File: config.mk
export PLATFORM = sky130hd
export DESIGN_NAME = pipe_hazard_ctrl
export DESIGN_NICKNAME = d
export VERILOG_FILES = /design/src/rtl/pipe_hazard_ctrl.sv
export SDC_FILE = /design/constraint.sdc
export NUM_CORES = 1
export LEC_CHECK = 0
export CORE_MARGIN = 3
export CORE_UTILIZATION = 40
export DETAILED_ROUTE_END_ITERATION = 10
export PLACE_DENSITY = 0.83
export SYNTH_ARGS = -nofsm -noshare
export SYNTH_HDL_FRONTEND = slang
export SYNTH_SLANG_ARGS = --single-unit
export TNS_END_PERCENT = 30
File: constraint.sdc
create_clock -name clk -period 2.8 [get_ports clk]
set_input_delay 0.42 -clock clk [delete_from_list [all_inputs] [get_ports clk]]
set_output_delay 0.42 -clock clk [all_outputs]
set_load 0.05 [all_outputs]
File: src/rtl/pipe_hazard_ctrl.sv
// pipe_hazard_ctrl: stall/flush sequencer for the five-stage pipeline.
// It decides, every cycle, whether each stage register (PC, IF/ID, ID/EX,
// EX/MEM, MEM/WB) captures new data, holds its value, or loads a bubble.
// It carries no datapath.
//
// Optional build macro PIPE_HAZARD_CTRL_PERF_EN adds two saturating
// performance counters (perf_stall_cyc, perf_flush_cnt).
//
// Handshake note: this block has no valid/ready channel of its own. mem_req
// and mem_ready are observed, not answered. An access holds the pipeline
// whenever mem_req is high and mem_ready is low in the same cycle.
//
// dbg_state exposes the FSM state: 0 = RUN, 1 = MDU_BUSY.
module pipe_hazard_ctrl #(
    parameter int REG_ADDR_W  = 5,
    parameter int MDU_MAX_CYC = 64
) (
    input  logic                  clk,
    input  logic                  rst_n,
    input  logic [REG_ADDR_W-1:0] id_rs1,
    input  logic [REG_ADDR_W-1:0] id_rs2,
    input  logic                  id_use_rs1,
    input  logic                  id_use_rs2,
    input  logic                  ex_is_load,
    input  logic [REG_ADDR_W-1:0] ex_rd,
    input  logic                  ex_br_taken,
    input  logic                  ex_mdu_start,
    input  logic                  mdu_done,
    input  logic                  mem_req,
    input  logic                  mem_ready,
    output logic                  pc_en,
    output logic                  if_id_en,
    output logic                  id_ex_en,
    output logic                  ex_mem_en,
    output logic                  mem_wb_en,
    output logic                  if_id_flush,
    output logic                  id_ex_flush,
    output logic                  ex_mem_flush,
    output logic                  mem_wb_flush,
    output logic                  mdu_timeout,
    output logic                  dbg_state
`ifdef PIPE_HAZARD_CTRL_PERF_EN
    ,
    output logic [31:0]           perf_stall_cyc,
    output logic [31:0]           perf_flush_cnt
`endif
);

    localparam logic [0:0] RUN      = 1'b0;
    localparam logic [0:0] MDU_BUSY = 1'b1;

    // The counter only has to hold values up to MDU_MAX_CYC-1.
    localparam int CW = (MDU_MAX_CYC > 2) ? $clog2(MDU_MAX_CYC) : 1;
    localparam logic [CW-1:0] WDOG_LAST = CW'(MDU_MAX_CYC - 1);

    logic [0:0]    state;
    logic [0:0]    state_next;
    logic [CW-1:0] wdog_cnt;
    logic          wdog_inc;
    logic          mem_stall;
    logic          load_use;

    assign mem_stall = mem_req & ~mem_ready;
    assign load_use  = ex_is_load && (ex_rd != '0) &&
                       ((id_use_rs1 && (id_rs1 == ex_rd)) ||
                        (id_use_rs2 && (id_rs2 == ex_rd)));

    assign dbg_state = state[0];

    // Priority resolution of hazards into stage enables and flushes.
    always_comb begin
        pc_en        = 1'b1;
        if_id_en     = 1'b1;
        id_ex_en     = 1'b1;
        ex_mem_en    = 1'b1;
        mem_wb_en    = 1'b1;
        if_id_flush  = 1'b0;
        id_ex_flush  = 1'b0;
        ex_mem_flush = 1'b0;
        mem_wb_flush = 1'b0;
        state_next   = state;
        wdog_inc     = 1'b0;
        if (!rst_n) begin
            // Stage registers reset themselves; keep every control quiet.
            pc_en      = 1'b0;
            if_id_en   = 1'b0;
            id_ex_en   = 1'b0;
            ex_mem_en  = 1'b0;
            mem_wb_en  = 1'b0;
            state_next = RUN;
        end else if (mem_stall) begin
            // Freeze everything up to MEM; WB gets a bubble. A branch in EX
            // is held and takes effect once the stall clears.
            pc_en        = 1'b0;
            if_id_en     = 1'b0;
            id_ex_en     = 1'b0;
            ex_mem_en    = 1'b0;
            mem_wb_flush = 1'b1;
        end else if (state == MDU_BUSY) begin
            if (!mdu_done) begin
                pc_en        = 1'b0;
                if_id_en     = 1'b0;
                id_ex_en     = 1'b0;
                ex_mem_flush = 1'b1;
                wdog_inc     = 1'b1;
            end else begin
                state_next = RUN;
            end
        end else if (ex_br_taken) begin
            // The instruction in ID is squashed too, so load-use is moot.
            if_id_flush = 1'b1;
            id_ex_flush = 1'b1;
        end else if (ex_mdu_start) begin
            // A same-cycle done means a one-cycle operation: no stall at all.
            if (!mdu_done) begin
                pc_en        = 1'b0;
                if_id_en     = 1'b0;
                id_ex_en     = 1'b0;
                ex_mem_flush = 1'b1;
                state_next   = MDU_BUSY;
            end
        end else if (load_use) begin
            pc_en       = 1'b0;
            if_id_en    = 1'b0;
            id_ex_flush = 1'b1;
        end
    end

    // State, watchdog counter and sticky timeout flag.
    always_ff @(posedge clk) begin
        if (!rst_n) begin
            state       <= RUN;
            wdog_cnt    <= '0;
            mdu_timeout <= 1'b0;
        end else begin
            state <= state_next;
            if (wdog_inc) begin
                if (wdog_cnt == WDOG_LAST) begin
                    mdu_timeout <= 1'b1;
                    state       <= RUN;
                    wdog_cnt    <= '0;
                end else begin
                    wdog_cnt <= wdog_cnt + 1'b1;
                end
            end else if (state_next == RUN) begin
                wdog_cnt <= '0;
            end
        end
    end

`ifdef PIPE_HAZARD_CTRL_PERF_EN
    // Saturating counters: stalled-front-end cycles and branch squashes.
    // if_id_flush is raised only by a taken-branch redirect.
    always_ff @(posedge clk) begin
        if (!rst_n) begin
            perf_stall_cyc <= '0;
            perf_flush_cnt <= '0;
        end else begin
            if (!pc_en && (perf_stall_cyc != 32'hFFFF_FFFF))
                perf_stall_cyc <= perf_stall_cyc + 32'd1;
            if (if_id_flush && (perf_flush_cnt != 32'hFFFF_FFFF))
                perf_flush_cnt <= perf_flush_cnt + 32'd1;
        end
    end
`endif

endmodule

==> results of run 1 <==
[cell usage in the layout, fill, tap and decap left out, types with 3 or more instances in the layout]
cell	n
sky130_fd_sc_hd__buf_12	5
sky130_fd_sc_hd__clkdlybuf4s50_1	28
sky130_fd_sc_hd__nand2_1	8
sky130_fd_sc_hd__xnor2_1	11
sky130_fd_sc_hd__nor2_1	7
sky130_fd_sc_hd__nand3_1	3
sky130_fd_sc_hd__clkbuf_4	3
sky130_fd_sc_hd__dfxtp_1	8
[synthesized netlist by cell type, drive strengths merged]
master   count
and4         1
nor2         7
or4          1
buf          2
nor3b        2
a211o        1
and4b        1
and2         2
inv          2
a22o         2
nand2b       2
nor3         1
xor2         1
o21a         1
a31oi        1
mux2         1
nor2b        2
a21o         2
dfxtp        8
and3         2
o211ai       1
ha           1
nand4        2
nand2        8
o22ai        1
nand3        3
nand4b       1
o2bb2ai      1
a21boi       2
xnor2       11
or3          1
[power groups by stage]
stage	Sequential (µW)	Combinational [µW]	Clock, µW
after global placement	119	136	0
after detailed placement	119	138	0
after global routing	116	146	98.5
final	116	138	89.8
after floorplan	121	65.1	0
after CTS	116	139	93.3
[metrics by stage]
| step | utilization (%) | setup slack (ns) | hold WS (ns) | instance area (µm²) | cells |
|---|---|---|---|---|---|
| 4_1_cts | 76.48 | 0.3511 | 0.4759 | 1070 | 125 |
| 5_1_grt | 76.48 | 0.2798 | 0.4955 | 1070 | 125 |
| 3_3_place_gp | 74.87 | 0.3741 | 0.4592 | 1047 | 122 |
| 3_5_place_dp | 74.87 | 0.3585 | 0.4559 | 1047 | 122 |
| 2_1_floorplan | - | 0.09540 | 0.4762 | 648.1 | 74 |
| 6_report | 76.48 | 0.3634 | 0.4734 | 1070 | 125 |
[state kept, by name (all words and copies together), names as in the netlist]
signal and count:
wdog_cnt 6, dbg_state 1, mdu_timeout 1
[per-layer routing]
metal  vias to the layer above  part of all wire, %
li1                        336                    -
met1                       287                   46
met2                        33                   41
met3                         5                   11
met4                         0                  2.2
met5                         -                    0
[area by class of cell]
type	instances	area (µm²)	share of cell area, %
multi-input cells	62	465.4	43.51
repair buffers	35	395.4	36.96
flip-flops and latches	8	160.2	14.97
clock buffers	3	22.52	2.105
well taps	15	18.77	1.754
inverters	2	7.507	0.7018
[logic make-up (layout without fill, tap and decap cells)]
group           after synthesis  after routing  synth area share [%]
fa+ha+maj                     1              1                 1.964
compound gates               12             12                 16.31
buf+inv                       4             40                 3.536
flops                         8              8                 25.15
simple gates                 36             36                 34.77
mux                           1              1                 1.768
xor+xnor                     12             12                 16.50
[critical path: stages]
cell and delay (ns):
sky130_fd_sc_hd__clkdlybuf4s50_1 0.63, sky130_fd_sc_hd__and2_1 0.17, sky130_fd_sc_hd__clkdlybuf4s50_1 0.80
[final timing paths]
kind | start | end | slack (ns) | cells after the start
worst min-delay path | mdu_timeout | mdu_timeout | 0.47 | 1
worst max register to register | wdog_cnt[0] | wdog_cnt[0] | 1.39 | 5
worst min register to register | mdu_timeout | mdu_timeout | 0.47 | 1
worst max-delay path | rst_n | mem_wb_flush | 0.36 | 3
==> impl_summary.md, run 1 <==
Route
For this block, the via count after detailed routing is 661. The DRC violations left is 0. The per-cell via count in the routed design is 5.288.

The starting DRC count in detailed routing is 6. The detailed-router iteration count before antenna repair is 4. The detail route stage leaves a number of antenna-violating nets equal to 0. The wire length reported by the detailed router is 1690 µm. In the final routed layout, each cell accounts on average for 13.52 µm.

Power
The relative contribution of sequential cells to total power is 33.8%. In this run the power density over the cells is 321.4 nW/µm². In this run the power spent charging and discharging nets is 105.7 µW. The combinational power share is 40.0%. The peak ir drop on the vdd network is 0.2858 mV. The internal power is 238.1 µW.

The power share of the clock group is 26.1%. For this design the static power due to leakage is 0.0004271 µW. The switching fraction of total power is 30.75%. Total power for the finished layout comes to 343.8 µW.

Timing
In the finished design, the share of the clock period the worst path needs comes to 87.02%. Setup violations remaining at the end of the flow were counted as 0. The final hold violation count is 0. The post-route clock skew is 0.0005441 ns. Static timing analysis puts the maximum clock frequency at 0.4104 GHz. The final-layout setup total negative slack is 0 ns. The minimum clock period is 2.437 ns. The remaining max-slew budget at the tightest pin is 66.36%. The max-slew violation count was 0. For the pin with the worst max-slew slack, the measured transition is 0.5030 ns. Setup repair after global routing left no endpoint under its margin.

Floorplan
The die height is 45.90 µm. The number of I/O pins is 36. The floorplan die area is 2107 µm². The die width is 45.90 µm.

The region available for standard cell placement spans 1399 µm². The initial cell density of the core is 45.53%. After floorplanning, the core was divided into 13 placement rows.

Global routing
The aggregate global routing overflow is 0. The number of antenna violations at the first check in global routing came to 0. For met2 alone, demand over resource in global routing was 26.37%. In this run the most used layer during global routing was met2. For met3 alone, demand over resource in global routing was 2.767%.

The first-pass GRT wire length is 2663 µm. The pin count of the biggest net entering global routing is 8. The global routing usage on met1 is 22.72%. The number of global-route vias before repair is 650. For this run, the total global-route usage over all layers was measured as 17.61%.

Clock network
The count of cells resized by post-cts repair is 0. The TritonCTS clock tree is done. After clock tree synthesis, the clock-pin slew on the worst setup and hold paths is 0.05 ns. For the worst-skew pair, the clock arrives at the later sink with an insertion delay of 0.26 ns.

The number of buffers inserted during clock tree synthesis is 3. CTS built an H-tree with a depth of 1. The number of buffers added for setup after CTS is 0.

The root buffer cell chosen for the clock tree is sky130_fd_sc_hd__clkbuf_4. After clock tree synthesis, the flow added hold-fix buffers numbering 0. CTS saw 8 sinks.

The maximum buffer depth of the clock tree is 2.

Synth
Synthesis produced a netlist with a net count of 100. The cell count after synthesis came out at 74. The dominant cell type by area after synthesis is sky130_fd_sc_hd__dfxtp_1. The netlist uses 33 different library cells.

During synthesis, Yosys emitted a total of 0 warnings. The mean area per synthesized cell is 8.606 µm². The portion of the post-synthesis area used by sequential elements is 25.15%.

The synthesized area is 636.9 µm². In the post-synthesis netlist, the biggest area contributors are sky130_fd_sc_hd__dfxtp_1 (25%), sky130_fd_sc_hd__xnor2_1 (15%), sky130_fd_sc_hd__nand2_1 (4.7%). After synthesis, the largest area contributor takes up 25.15% of total cell area. Synthesis inferred 8 register bits.

Job
The reported max-cap violation count is 0.

Place
Detailed placement finished with a half-perimeter wire length of 1398 µm. Input and output buffers added on the ports amount to 35. The congestion estimate from routability-driven global placement came to 0.7432.

Layout
The post-route netlist has 14.55% of its cells at a drive strength greater than 1. The count of antenna diodes in the layout is 0. The area growth from synthesis to layout is 67.98%. The filler cells instantiated in the layout total 110. The total number of nets in the final design is 138.

Critical path
The element type at the critical path end is an output port. STA classifies the critical path startpoint as a primary input. Along the worst path, the maximum fanout reaches 7. The worst path required time is 2.38 ns.

Data on the critical path arrives at its endpoint at 2.02 ns. The type of the worst setup path is in -> out.

Hold path
The type of the tightest min-delay check is reg -> reg.

Run status
The flow ran to the end, and the final reports show no timing, DRC or antenna violations.
No activity file was read; power rests on OpenSTA's default activity.
==> run 2: changes to the inputs <==
--- a/config.mk
+++ b/config.mk
@@ -5,8 +5,9 @@
 export SDC_FILE = /design/constraint.sdc
 export NUM_CORES = 1
 export LEC_CHECK = 0
+export ABC_AREA = 1
 export CORE_MARGIN = 3
-export CORE_UTILIZATION = 40
+export CORE_UTILIZATION = 42
 export DETAILED_ROUTE_END_ITERATION = 10
 export PLACE_DENSITY = 0.83
 export SYNTH_ARGS = -nofsm -noshare
==> run 2 against run 1 <==
Effect of this change:
- combinational power grew 3%
- highest routed layer unchanged
- non-clock buffer count is the same
- sequential cell count is the same
- largest power group unchanged
==> impl_summary.md, run 2 <==
Layout
The total number of nets in the final design is 192. The number of fillers in the final layout is 131. The finished layout holds 180 standard cells, fillers aside. With fillers left out, the area of the finished cells amounts to 1120 µm². The largest register by flop count is wdog_cnt. The flip-flop count of the largest register, all copies and words added is 6. The post-layout utilization of the core is 71.83%. The area added between synthesis and finish is 55.65%.

The library cells used most frequently in the layout, excluding fill and tap cells, are sky130_fd_sc_hd__nand2_1 (42), sky130_fd_sc_hd__clkdlybuf4s50_1 (29), sky130_fd_sc_hd__inv_1 (22), sky130_fd_sc_hd__nor2_1 (17), sky130_fd_sc_hd__nand3_1 (9). The fraction of layout instances using a drive strength above 1 is 14.63%. 0 antenna diodes ended up in the layout. The most common cell after layout, fill and taps aside is sky130_fd_sc_hd__nand2_1.

Synth
The synthesized design devotes to its leading area cell type 22.26% of total area. After synthesis the netlist holds a flip-flop and latch count of 8. The most common cell in the synthesized netlist is sky130_fd_sc_hd__nand2_1. The synthesized area is 719.4 µm².

The proportion of register bits with asynchronous set or reset after synthesis is 0%. The number of enable flip-flop cells after synthesis is 0. Sorting the synthesized cells by area gives the leading types as sky130_fd_sc_hd__dfxtp_1 (22%), sky130_fd_sc_hd__nand2_1 (22%), sky130_fd_sc_hd__inv_1 (11%). For this run, the number of Yosys warnings is 0. Ranked by instance count, the synthesized netlist is headed by sky130_fd_sc_hd__nand2_1 (42), sky130_fd_sc_hd__inv_1 (22), sky130_fd_sc_hd__nor2_1 (17), sky130_fd_sc_hd__nand3_1 (9), sky130_fd_sc_hd__dfxtp_1 (8).

The dominant cell type by area after synthesis is sky130_fd_sc_hd__dfxtp_1. The share of the Yosys chip area taken by registers is 22.26%. Synthesis handed over a netlist of 128 instances. Yosys mapped the design onto 24 distinct sky130hd cell types.

When the netlist entered floorplanning its net count stood at 154. The mean area per synthesized cell is 5.621 µm². The commonest register cell after synthesis is sky130_fd_sc_hd__dfxtp_1.

Critical path
The start point of the critical path is rst_n. The slack of the worst reg-to-reg path is 1.40 ns. The worst reg2reg path endpoint is wdog_cnt[3]. STA classifies the critical path endpoint as an output port. The launching element type of the critical path is a primary input. The worst setup path is of the in -> out kind. The peak fanout along the critical path is 5. Among the stages of the critical path, the cell type that occurs most often is sky130_fd_sc_hd__clkdlybuf4s50_1. The capture point of the worst path is ex_mem_en. Among all stages on the critical path, the largest delay is contributed by sky130_fd_sc_hd__clkdlybuf4s50_1. The cell count of the worst reg-to-reg path is 8. The worst register-to-register path begins at wdog_cnt[0]. Data on the critical path is required at its endpoint by 2.38 ns. The signal on the critical path passes through clkdlybuf4s50_1 > inv_2 > nor2_4 > clkdlybuf4s50_1. Data on the critical path arrives at its endpoint at 1.96 ns.

In this design, the stage delay of the slowest critical-path cell is 0.82 ns.

Route
After detailed routing, the number of remaining DRC violations is 0. Dividing the detail-routed wire length by the instance count gives 9.883 µm. For this block, the via count after detailed routing is 819. The per-cell via count in the routed design is 4.550. The starting DRC count in detailed routing is 20. The residual antenna-violating net count after detailed routing is 0.

The wire length reported by the detailed router is 1779 µm. The first TritonRoute pass finished after 4 iterations.

Timing
Dividing the final minimum period by the clock period gives 85.02%. Summed over all failing endpoints, the final setup total negative slack is 0 ns. The final-layout worst hold slack is 0.4812 ns. The pin slew with the least headroom to its limit is 0.5002 ns.

The max-slew violation count is 0. The routed design could run at a clock period as short as 2.381 ns. Based on the critical path, the design can be clocked at up to 0.4201 GHz. The remaining max-slew budget at the tightest pin is 66.55%. Setup violations remaining at the end of the flow were counted as 0. The final hold violation count was 0. Setup repair after global routing left no endpoint under its margin. The post-route clock skew is 0.0009286 ns.

Floorplan
The initial cell density of the core is 46.15%. The floorplan has 14 rows. The floorplan core area is 1559 µm². The die covers 2245 µm². From bottom edge to top edge, the die measures 47.39 µm. Pin placement for this block handled 36 I/O pins. The die width is 47.39 µm.

Global routing
Entering global routing, the biggest net connects 8 pins. The global routing usage summed across all routing layers is 16.51%. The number of global-route vias before repair was 660. For this run the aggregate overflow at the end of global routing stands at 0.

The first-pass GRT wire length is 2642 µm. The number of antenna violations at the first check in global routing is 0.

Clock network
The clock sink count is 8. The clock slew at the register clock pins of the worst setup and hold paths is 0.05 ns. CTS placed an instance of sky130_fd_sc_hd__clkbuf_4 at the clock tree root. CTS built an H-tree with a depth of 1.

The number of buffers added for setup after CTS is 0. The source-to-sink clock delay at the later pin of the worst-skew pair is 0.25 ns. The post-cts hold buffer count is 0. The number of buffers inserted during clock tree synthesis is 3. The TritonCTS clock tree is done. In this run, post-CTS repair resized a total of 0 instances. The maximum buffer depth of the clock tree is 2.

Place
Once placement finished, the instance area stood at 1097 µm². Port buffering added 35 buffers. Summed over all nets, the half-perimeter wirelength after detailed placement is 1572 µm. The placed cell count is 177. At the end of routability-driven placement, the weighted congestion stood at 0.7747.

Power
The power density over the cells is 305.5 nW/µm². For this design the static power due to leakage is 0.0005699 µW. The peak ir drop on the vdd network is 0.2723 mV.

Run status
The run finished with clean final reports.

Hold path
The min-delay analysis places its worst path in the category reg -> reg.

Job
The reported max-cap violation count is 0.
-- run 2: metal layers --
metal  up-vias  share of wire [%]  routed length, µm  GRT usage, %
met5         -                  0                  0             0
met4         0               0.45                  8         4.972
met3         2                6.0                107         3.448
met2        22                 50                881         28.34
met1       335                 44                783         20.45
li1        460                  -                  -             -
-- run 2: final cells by class --
cell class	count	area [µm²]	share of cell area [%]
repair buffers	35	372.9	33.30
clock buffers	3	22.52	2.011
multi-input cells	89	435.4	38.88
inverters	29	108.9	9.721
flip-flops and latches	8	160.2	14.30
well taps	16	20.02	1.788
-- run 2: cells by family (layout without fill, tap and decap cells) --
logic type	after synthesis	after routing	synth area share [%]
compound gates	9	9	9.567
xor+xnor	2	2	2.435
fa+ha+maj	1	1	1.739
buf+inv	31	67	17.22
flops	8	8	22.26
simple gates	77	77	46.78
-- run 2: worst max-delay path: cells and delay by family --
| family | cells | cell delay, ns |
|---|---|---|
| buffers and inverters | 3 | 1.38 |
| and+or+nand+nor | 1 | 0.16 |
-- run 2: worst min path at each step --
| stage | depth (start not counted) | slack, ns | startpoint | to |
|---|---|---|---|---|
| 6_report | 2 | 0.48 | mdu_timeout | mdu_timeout |
| 5_1_grt | 2 | 0.52 | mdu_timeout | mdu_timeout |
| 4_1_cts | 2 | 0.49 | wdog_cnt[1] | wdog_cnt[1] |
| 3_5_place_dp | 2 | 0.48 | wdog_cnt[1] | wdog_cnt[1] |
| 3_3_place_gp | 2 | 0.47 | wdog_cnt[1] | wdog_cnt[1] |
| 2_1_floorplan | 2 | 0.46 | wdog_cnt[1] | wdog_cnt[1] |
-- run 2: where the power goes --
group / internal, µW / total (µW) / switching, µW
Sequential: 115 / 117 / 1.33
Combinational: 65.9 / 142 / 76.4
Clock: 48.7 / 83.1 / 34.4
Total: 230 / 342 / 112
-- run 2: stage by stage --
step                      setup WS, ns  total power [µW]
after CTS                       0.4124             348.2
after global placement          0.4271             259.2
after floorplan                 0.2949             194.4
final                           0.4194             342.1
after detailed placement        0.4117             261.5
after global routing            0.3050             360.0
